<file path="src/rtl/qc_enc_pkg.sv">
// Shared types and constants for the QC-LDPC encoder scheduler.
package qc_enc_pkg;

  localparam int K_INFO = 27;
  localparam int N_PAR  = 162;

  typedef logic [K_INFO-1:0] info_t;
  typedef logic [N_PAR-1:0]  par_t;

  typedef enum logic [1:0] {
    RUN   = 2'd0,
    DRAIN = 2'd1,
    DONE  = 2'd2
  } sched_state_e;

endpackage

</file>
<file path="src/rtl/qc_encode_sched_chk.sv">
// Checker for the scheduler: a FIFO push must never land on a full buffer.
module qc_encode_sched_chk #(
  parameter  int OUT_DEPTH = 8,
  localparam int CW        = $clog2(OUT_DEPTH) + 1
) (
  input logic          clk,
  input logic          rst,
  input logic          push,
  input logic          pop,
  input logic [CW-1:0] occ
);

  fifo_no_overflow_a: assert property (@(posedge clk) disable iff (rst)
    (push && !pop) |-> (occ < CW'(OUT_DEPTH)));

endmodule

</file>
<file path="src/rtl/qc_rr_arbiter.sv">
// Combinational round-robin arbiter: first requester at or after ptr wins, when enabled.
module qc_rr_arbiter #(
  parameter  int N_REQ = 4,
  localparam int IW    = $clog2(N_REQ)
) (
  input  logic [N_REQ-1:0] req,
  input  logic             en,
  input  logic [IW-1:0]    ptr,
  output logic [N_REQ-1:0] gnt,
  output logic [IW-1:0]    gnt_idx,
  output logic             any
);

  logic          found_s;
  logic [IW-1:0] cand_s;
  logic [IW-1:0] sel_s;

  // Wrapping priority search starting at ptr
  always_comb begin
    found_s = 1'b0;
    cand_s  = '0;
    sel_s   = '0;
    for (int k = 0; k < N_REQ; k++) begin
      cand_s = IW'((int'(ptr) + k) % N_REQ);
      if (!found_s && req[cand_s]) begin
        found_s = 1'b1;
        sel_s   = cand_s;
      end else begin
        found_s = found_s;
      end
    end
  end

  // Grant outputs gated by the enable
  always_comb begin
    gnt     = '0;
    any     = found_s & en;
    gnt_idx = sel_s;
    if (any) begin
      gnt[sel_s] = 1'b1;
    end else begin
      gnt = '0;
    end
  end

endmodule

</file>
<file path="src/rtl/qc_encode_sched.sv">
// Round-robin scheduler sharing one fixed-latency parity encoder between N_REQ requesters,
// with credit-based issue into a tagged first-word-fall-through output FIFO and a flush FSM.
module qc_encode_sched
  import qc_enc_pkg::*;
#(
  parameter  int N_REQ     = 4,
  parameter  int ENC_LAT   = 3,
  parameter  int OUT_DEPTH = 8,
  localparam int IW        = $clog2(N_REQ),
  localparam int CW        = $clog2(OUT_DEPTH) + 1
) (
  input  logic                    clk,
  input  logic                    rst,
  input  logic [N_REQ-1:0]        req_valid,
  input  logic [N_REQ*K_INFO-1:0] req_data,
  output logic [N_REQ-1:0]        req_ready,
  output logic                    enc_valid,
  output info_t                   enc_data,
  input  par_t                    enc_parity,
  output logic                    out_valid,
  input  logic                    out_ready,
  output par_t                    out_data,
  output logic [IW-1:0]           out_id,
  input  logic                    flush,
  output logic                    flush_done
);

  localparam int PW  = $clog2(OUT_DEPTH);
  // Entry 0 lines up with enc_valid, the last entry with the cycle enc_parity is sampled.
  localparam int NST = ENC_LAT + 1;

  sched_state_e   state_r, state_s;
  logic [IW-1:0]  rr_ptr_r;
  info_t          enc_data_r;
  logic [NST-1:0] tag_vld_r;
  logic [IW-1:0]  tag_id_r [NST];

  logic [CW-1:0]  occ_r, infl_s;
  logic           credit_s, grant_en_s, gnt_any_s;
  logic [N_REQ-1:0] gnt_s;
  logic [IW-1:0]  gnt_idx_s;

  par_t           fifo_par_r [OUT_DEPTH];
  logic [IW-1:0]  fifo_id_r  [OUT_DEPTH];
  logic [PW-1:0]  wr_ptr_r, rd_ptr_r;
  logic           push_s, pop_s;

  // In-flight count: every valid tag holds one reserved FIFO slot
  always_comb begin
    infl_s = '0;
    for (int i = 0; i < NST; i++) begin
      infl_s = infl_s + CW'(tag_vld_r[i]);
    end
  end

  assign credit_s   = ({1'b0, occ_r} + {1'b0, infl_s}) < (CW+1)'(OUT_DEPTH);
  assign grant_en_s = !rst && (state_r == RUN) && !flush && credit_s;

  qc_rr_arbiter #(.N_REQ(N_REQ)) u_arb (
    .req     (req_valid),
    .en      (grant_en_s),
    .ptr     (rr_ptr_r),
    .gnt     (gnt_s),
    .gnt_idx (gnt_idx_s),
    .any     (gnt_any_s)
  );

  assign req_ready = gnt_s;
  assign enc_valid = tag_vld_r[0];
  assign enc_data  = enc_data_r;

  // Issue register, round-robin pointer and tag pipe
  always_ff @(posedge clk) begin
    if (rst) begin
      rr_ptr_r   <= '0;
      enc_data_r <= '0;
      tag_vld_r  <= '0;
      for (int i = 0; i < NST; i++) begin
        tag_id_r[i] <= '0;
      end
    end else begin
      tag_vld_r   <= {tag_vld_r[NST-2:0], gnt_any_s};
      tag_id_r[0] <= gnt_idx_s;
      for (int i = 1; i < NST; i++) begin
        tag_id_r[i] <= tag_id_r[i-1];
      end
      if (gnt_any_s) begin
        rr_ptr_r   <= (gnt_idx_s == IW'(N_REQ-1)) ? '0 : gnt_idx_s + IW'(1);
        enc_data_r <= req_data[K_INFO*gnt_idx_s +: K_INFO];
      end
    end
  end

  assign push_s    = tag_vld_r[NST-1];
  assign out_valid = (occ_r != '0);
  assign pop_s     = out_valid & out_ready;

  // FIFO storage, written when the tagged parity word emerges from the encoder
  always_ff @(posedge clk) begin
    if (push_s) begin
      fifo_par_r[wr_ptr_r] <= enc_parity;
      fifo_id_r[wr_ptr_r]  <= tag_id_r[NST-1];
    end
  end

  // FIFO pointers and occupancy
  always_ff @(posedge clk) begin
    if (rst) begin
      wr_ptr_r <= '0;
      rd_ptr_r <= '0;
      occ_r    <= '0;
    end else begin
      wr_ptr_r <= wr_ptr_r + PW'(push_s);
      rd_ptr_r <= rd_ptr_r + PW'(pop_s);
      case ({push_s, pop_s})
        2'b10:   occ_r <= occ_r + CW'(1);
        2'b01:   occ_r <= occ_r - CW'(1);
        default: occ_r <= occ_r;
      endcase
    end
  end

  // Head of FIFO; forced to zero while empty so nothing stale is visible
  always_comb begin
    out_data = '0;
    out_id   = '0;
    if (out_valid) begin
      out_data = fifo_par_r[rd_ptr_r];
      out_id   = fifo_id_r[rd_ptr_r];
    end else begin
      out_data = '0;
      out_id   = '0;
    end
  end

  // Flush FSM state register
  always_ff @(posedge clk) begin
    if (rst) begin
      state_r <= RUN;
    end else begin
      state_r <= state_s;
    end
  end

  // Flush FSM next state
  always_comb begin
    state_s = state_r;
    case (state_r)
      RUN: begin
        if (flush) state_s = DRAIN;
        else       state_s = RUN;
      end
      DRAIN: begin
        if ((infl_s == '0) && (occ_r == '0)) state_s = DONE;
        else                                 state_s = DRAIN;
      end
      DONE: begin
        if (!flush) state_s = RUN;
        else        state_s = DONE;
      end
      default: state_s = RUN;
    endcase
  end

  assign flush_done = (state_r == DONE);

  qc_encode_sched_chk #(.OUT_DEPTH(OUT_DEPTH)) u_chk (
    .clk  (clk),
    .rst  (rst),
    .push (push_s),
    .pop  (pop_s),
    .occ  (occ_r)
  );

endmodule

</file>
<file path="config.mk">
export PLATFORM = sky130hd
export DESIGN_NAME = qc_encode_sched
export DESIGN_NICKNAME = d
export VERILOG_FILES = /design/src/rtl/qc_enc_pkg.sv /design/src/rtl/qc_encode_sched_chk.sv /design/src/rtl/qc_rr_arbiter.sv /design/src/rtl/qc_encode_sched.sv
export SDC_FILE = /design/constraint.sdc
export NUM_CORES = 1
export LEC_CHECK = 0
export BUFFER_PORTS_ARGS = -buffer_cell sky130_fd_sc_hd__buf_2
export CAP_MARGIN = 0
export CORE_ASPECT_RATIO = 0.5
export CORE_MARGIN = 1
export CORE_UTILIZATION = 52
export DETAILED_ROUTE_END_ITERATION = 8
export PLACE_DENSITY = 0.68
export SYNTH_ARGS = -nofsm -noshare
export SYNTH_HDL_FRONTEND = slang
export SYNTH_SLANG_ARGS = --single-unit
</file>
<file path="constraint.sdc">
create_clock -name clk -period 16.3 [get_ports clk]
set_input_delay 1.63 -clock clk [delete_from_list [all_inputs] [get_ports clk]]
set_output_delay 1.63 -clock clk [all_outputs]
set_load 0.01 [all_outputs]
</file>
==> results.py <==
metrics = {
    "floorplan": {
        "die_area_um2": 102000,
        "start_util": 0.531,
        "die_w_um": 451,
        "floorplan.rows": 81,
        "die_y_um": 227,
        "core_area_um2": 98800,
        "io_pins": 476,
    },
    "global_routing": {
        "grt_max_degree": 116,
        "grt.overflow.total": 0,
        "grt_pass1_vias": 26200,
        "antenna_found_initial": 19,
        "grt_first_pass_wirelength_um": 164000,
        "grt_usage": 0.218,
    },
    "power_and_ir_drop": {
        "p_leak_nw": 19.5,
        "pwr-share-comb": 0.046,
        "intPower_w": 0.00547,
        "p_per_area_nw_per_um2": 115,
        "p_switching_w": 0.00142,
        "clkPwrFrac": 0.393,
        "p_seq_frac": 0.562,
        "sw_frac_of_total": 0.206,
        "vdd_ir_drop_max_mv": 0.0835,
    },
    "timing": {
        "fin_skew_ps": 25.1,
        "hold_viol": 0,
        "rsz0062_at_grt": "false",
        "setup_viol": 0,
        "fmaxAchievable_mhz": 170,
        "relSlewSlack": 0.215,
        "post-route-min-period_ps": 5900,
        "worst_slew_pin_slew_ps": 1180,
        "drv_slew": 0,
        "period_share": 0.362,
        "fin_setup_tns_ps": 0,
    },
    "critical_path": {
        "path_class": "register to output pin",
        "path_cells": "buf_12, buf_4, mux4_2, mux2i_1, nor2_1, buf_2",
        "r2r-end": "occ_r[3]",
        "worst-path-buf-inv": 3,
        "timing.rr.start": "occ_r[3]",
        "cp_max_fo": 102,
        "critical_path_required_ps": 14670,
        "cp-end-kind": "output pin",
        "crit_path_top_delay_cell": "dfxtp_4",
        "crit_path_start_kind": "register",
        "crit_arrival_ps": 4270,
        "reg2reg_depth": 12,
        "rrSetupSlack_ps": 11950,
        "cp_top_family": "buffers and inverters",
        "slowest_delay_ps": 900,
    },
    "synthesis": {
        "async_reset_ff_frac": 0,
        "synth_nets": 2664,
        "synth-main-ff-cell": "edfxtp_1",
        "ys_seq_elements": 1365,
        "syn_area_um2": 52400,
        "synth-edff-count": 1312,
        "ys_seq_area_frac": 0.771,
        "synth_cell_types": 38,
        "yosysWarnings": 0,
        "synth.avg_cell_area_um2": 22.1,
        "syn_inst": 2369,
    },
    "place": {
        "place.port_buffers": 475,
        "placed_cells": 4089,
        "hpwl_um": 60000,
        "globalplace.congestion": 0.898,
    },
    "clock_tree": {
        "clk_pin_slew_ps": 70,
        "insertion_delay_ps": 730,
        "cts.sinks": 1365,
        "post_cts_buffers": 0,
        "cts_tree": "done",
        "cts_root_buffer": "clkbuf_16",
        "cts_buffers": 112,
        "post_cts_resize_count": 0,
        "cts_buffer_depth": 3,
        "cts.htree.levels": 3,
        "ctsHoldBuffers": 0,
    },
    "job": {
        "cap_violations": 0,
    },
    "route": {
        "drc_errors": 6,
        "drt_pass1_iterations": 7,
        "ant_nets": 0,
        "via_per_inst": 5.76,
        "vias": 24800,
        "wirelength_um": 110000,
        "drt_iter0_markers": 1816,
        "wl_per_cell_um": 25.6,
    },
    "final_layout": {
        "drive_above_1_share": 0.354,
        "mostFrequentLayoutCell": "edfxtp_1",
        "final_cells": 4309,
        "final_cell_mix": "edfxtp_1, buf_2, mux4_2",
        "final_nets": 3170,
        "syn2layout_area_growth_pct": 14.5,
    },
    "run_status": {
        "violations": "DRC",
        "outcome": "finished, violations left",
    },
    "worst_hold_path": {
        "hold_path_end": "tag_id_r[2][1]",
        "hold_path_class": "register to register",
        "min_from": "tag_id_r[1][1]",
        "hold_depth": 1,
    },
}
## routing by layer
metal  vias to the layer above  track usage  share of wire  routed length, um
met5                         -            0        0.00063                 69
met4                        10       0.0595          0.024               2680
met3                       154       0.0367          0.040               4460
met2                       528        0.366           0.51              56200
met1                     13300        0.299           0.42              46900
li1                      10800            -              -                  -
## cell usage after synthesis (2+ instances only)
library cell     n  area (um2)
nor4_1           2        12.5
clkbuf_1        59         221
fa_1             2        40.0
buf_6            3        33.8
mux2i_1        219        2190
nand2b_1         5        31.3
nand2_1         30         113
mux4_2         328        7390
buf_1           22        82.6
xnor2_1          3        26.3
nor2b_1         14        87.6
nor3_1           3        15.0
inv_1           13        48.8
buf_2           42         210
nor2_1         186         698
a21o_1           2        15.0
ha_1            15         188
o221ai_1         7        61.3
o221ai_2        20         300
o22ai_1          2        12.5
dfxtp_1         53        1060
edfxtp_1      1312       39400
a21oi_1          7        35.0
and2_1           5        31.3
xor2_1           2        17.5
## registers in the layout (all words and copies together), names as in the netlist
signal / cells
rr_ptr_r: 2
fifo_par_r: 1296
tag_vld_r: 4
rd_ptr_r: 3
tag_id_r: 8
enc_data: 27
wr_ptr_r: 3
fifo_id_r: 16
occ_r: 4
state_r: 2
## worst register-to-register path: cells and delay by family (launching register included)
| family | cells | cell delay (ps) |
|---|---|---|
| compound gates | 3 | 480 |
| flops | 1 | 350 |
| simple gates | 3 | 1290 |
| xor+xnor | 1 | 90 |
| fa+ha+maj | 2 | 520 |
| buf+inv | 3 | 1560 |
## final cells by class
cell class	instances	area, um2
antenna	9	22.5
clock buffer	148	3050
clock inverter	63	606
fill	6964	38800
inverter	13	48.8
multi-input combinational	864	11500
sequential	1365	40500
tap	1328	1660
timing repair buffer	519	2750
## logic make-up after synthesis
family / share of synthesized area
flip-flops: 0.771
XOR/XNOR: 0.000835
adder cells (fa/ha/maj): 0.00434
buffers and inverters: 0.0115
AO/OA/AOI/OAI: 0.00909
multiplexers: 0.183
AND/OR/NAND/NOR: 0.0201
## power by group through the flow
stage	sequential [W]	clock, W	combinational [W]
floorplan	0.00395	0	0.000174
global placement	0.00395	0	0.000311
detailed placement	0.00395	0	0.000319
CTS	0.00387	0.00276	0.000320
global route	0.00387	0.00288	0.000343
finish	0.00387	0.00270	0.000314
## how the worst max path moves through the flow
| stage | end | depth (start not counted) | from |
|---|---|---|---|
| final | out_data[12] | 6 | rd_ptr_r[0] |
| after global routing | out_data[12] | 6 | rd_ptr_r[0] |
| after CTS | out_data[12] | 6 | rd_ptr_r[0] |
| after detailed placement | out_data[140] | 6 | rd_ptr_r[0] |
| after global placement | out_data[140] | 6 | rd_ptr_r[0] |
| after floorplan | fifo_id_r[0][0] | 2 | wr_ptr_r[2] |
## per-stage QoR
step	hold WS (ps)	area [um2]	power, W	utilization	setup WS, ps
6_report	437	60100	0.00689	0.608	10400
5_1_grt	466	60100	0.00710	0.608	9930
4_1_cts	445	60000	0.00695	0.608	10080
3_5_place_dp	428	56400	0.00427	0.571	10910
3_3_place_gp	425	56400	0.00426	0.571	10910
2_1_floorplan	414	52400	0.00413	-	3860
Power figures use the tool's default switching activity.
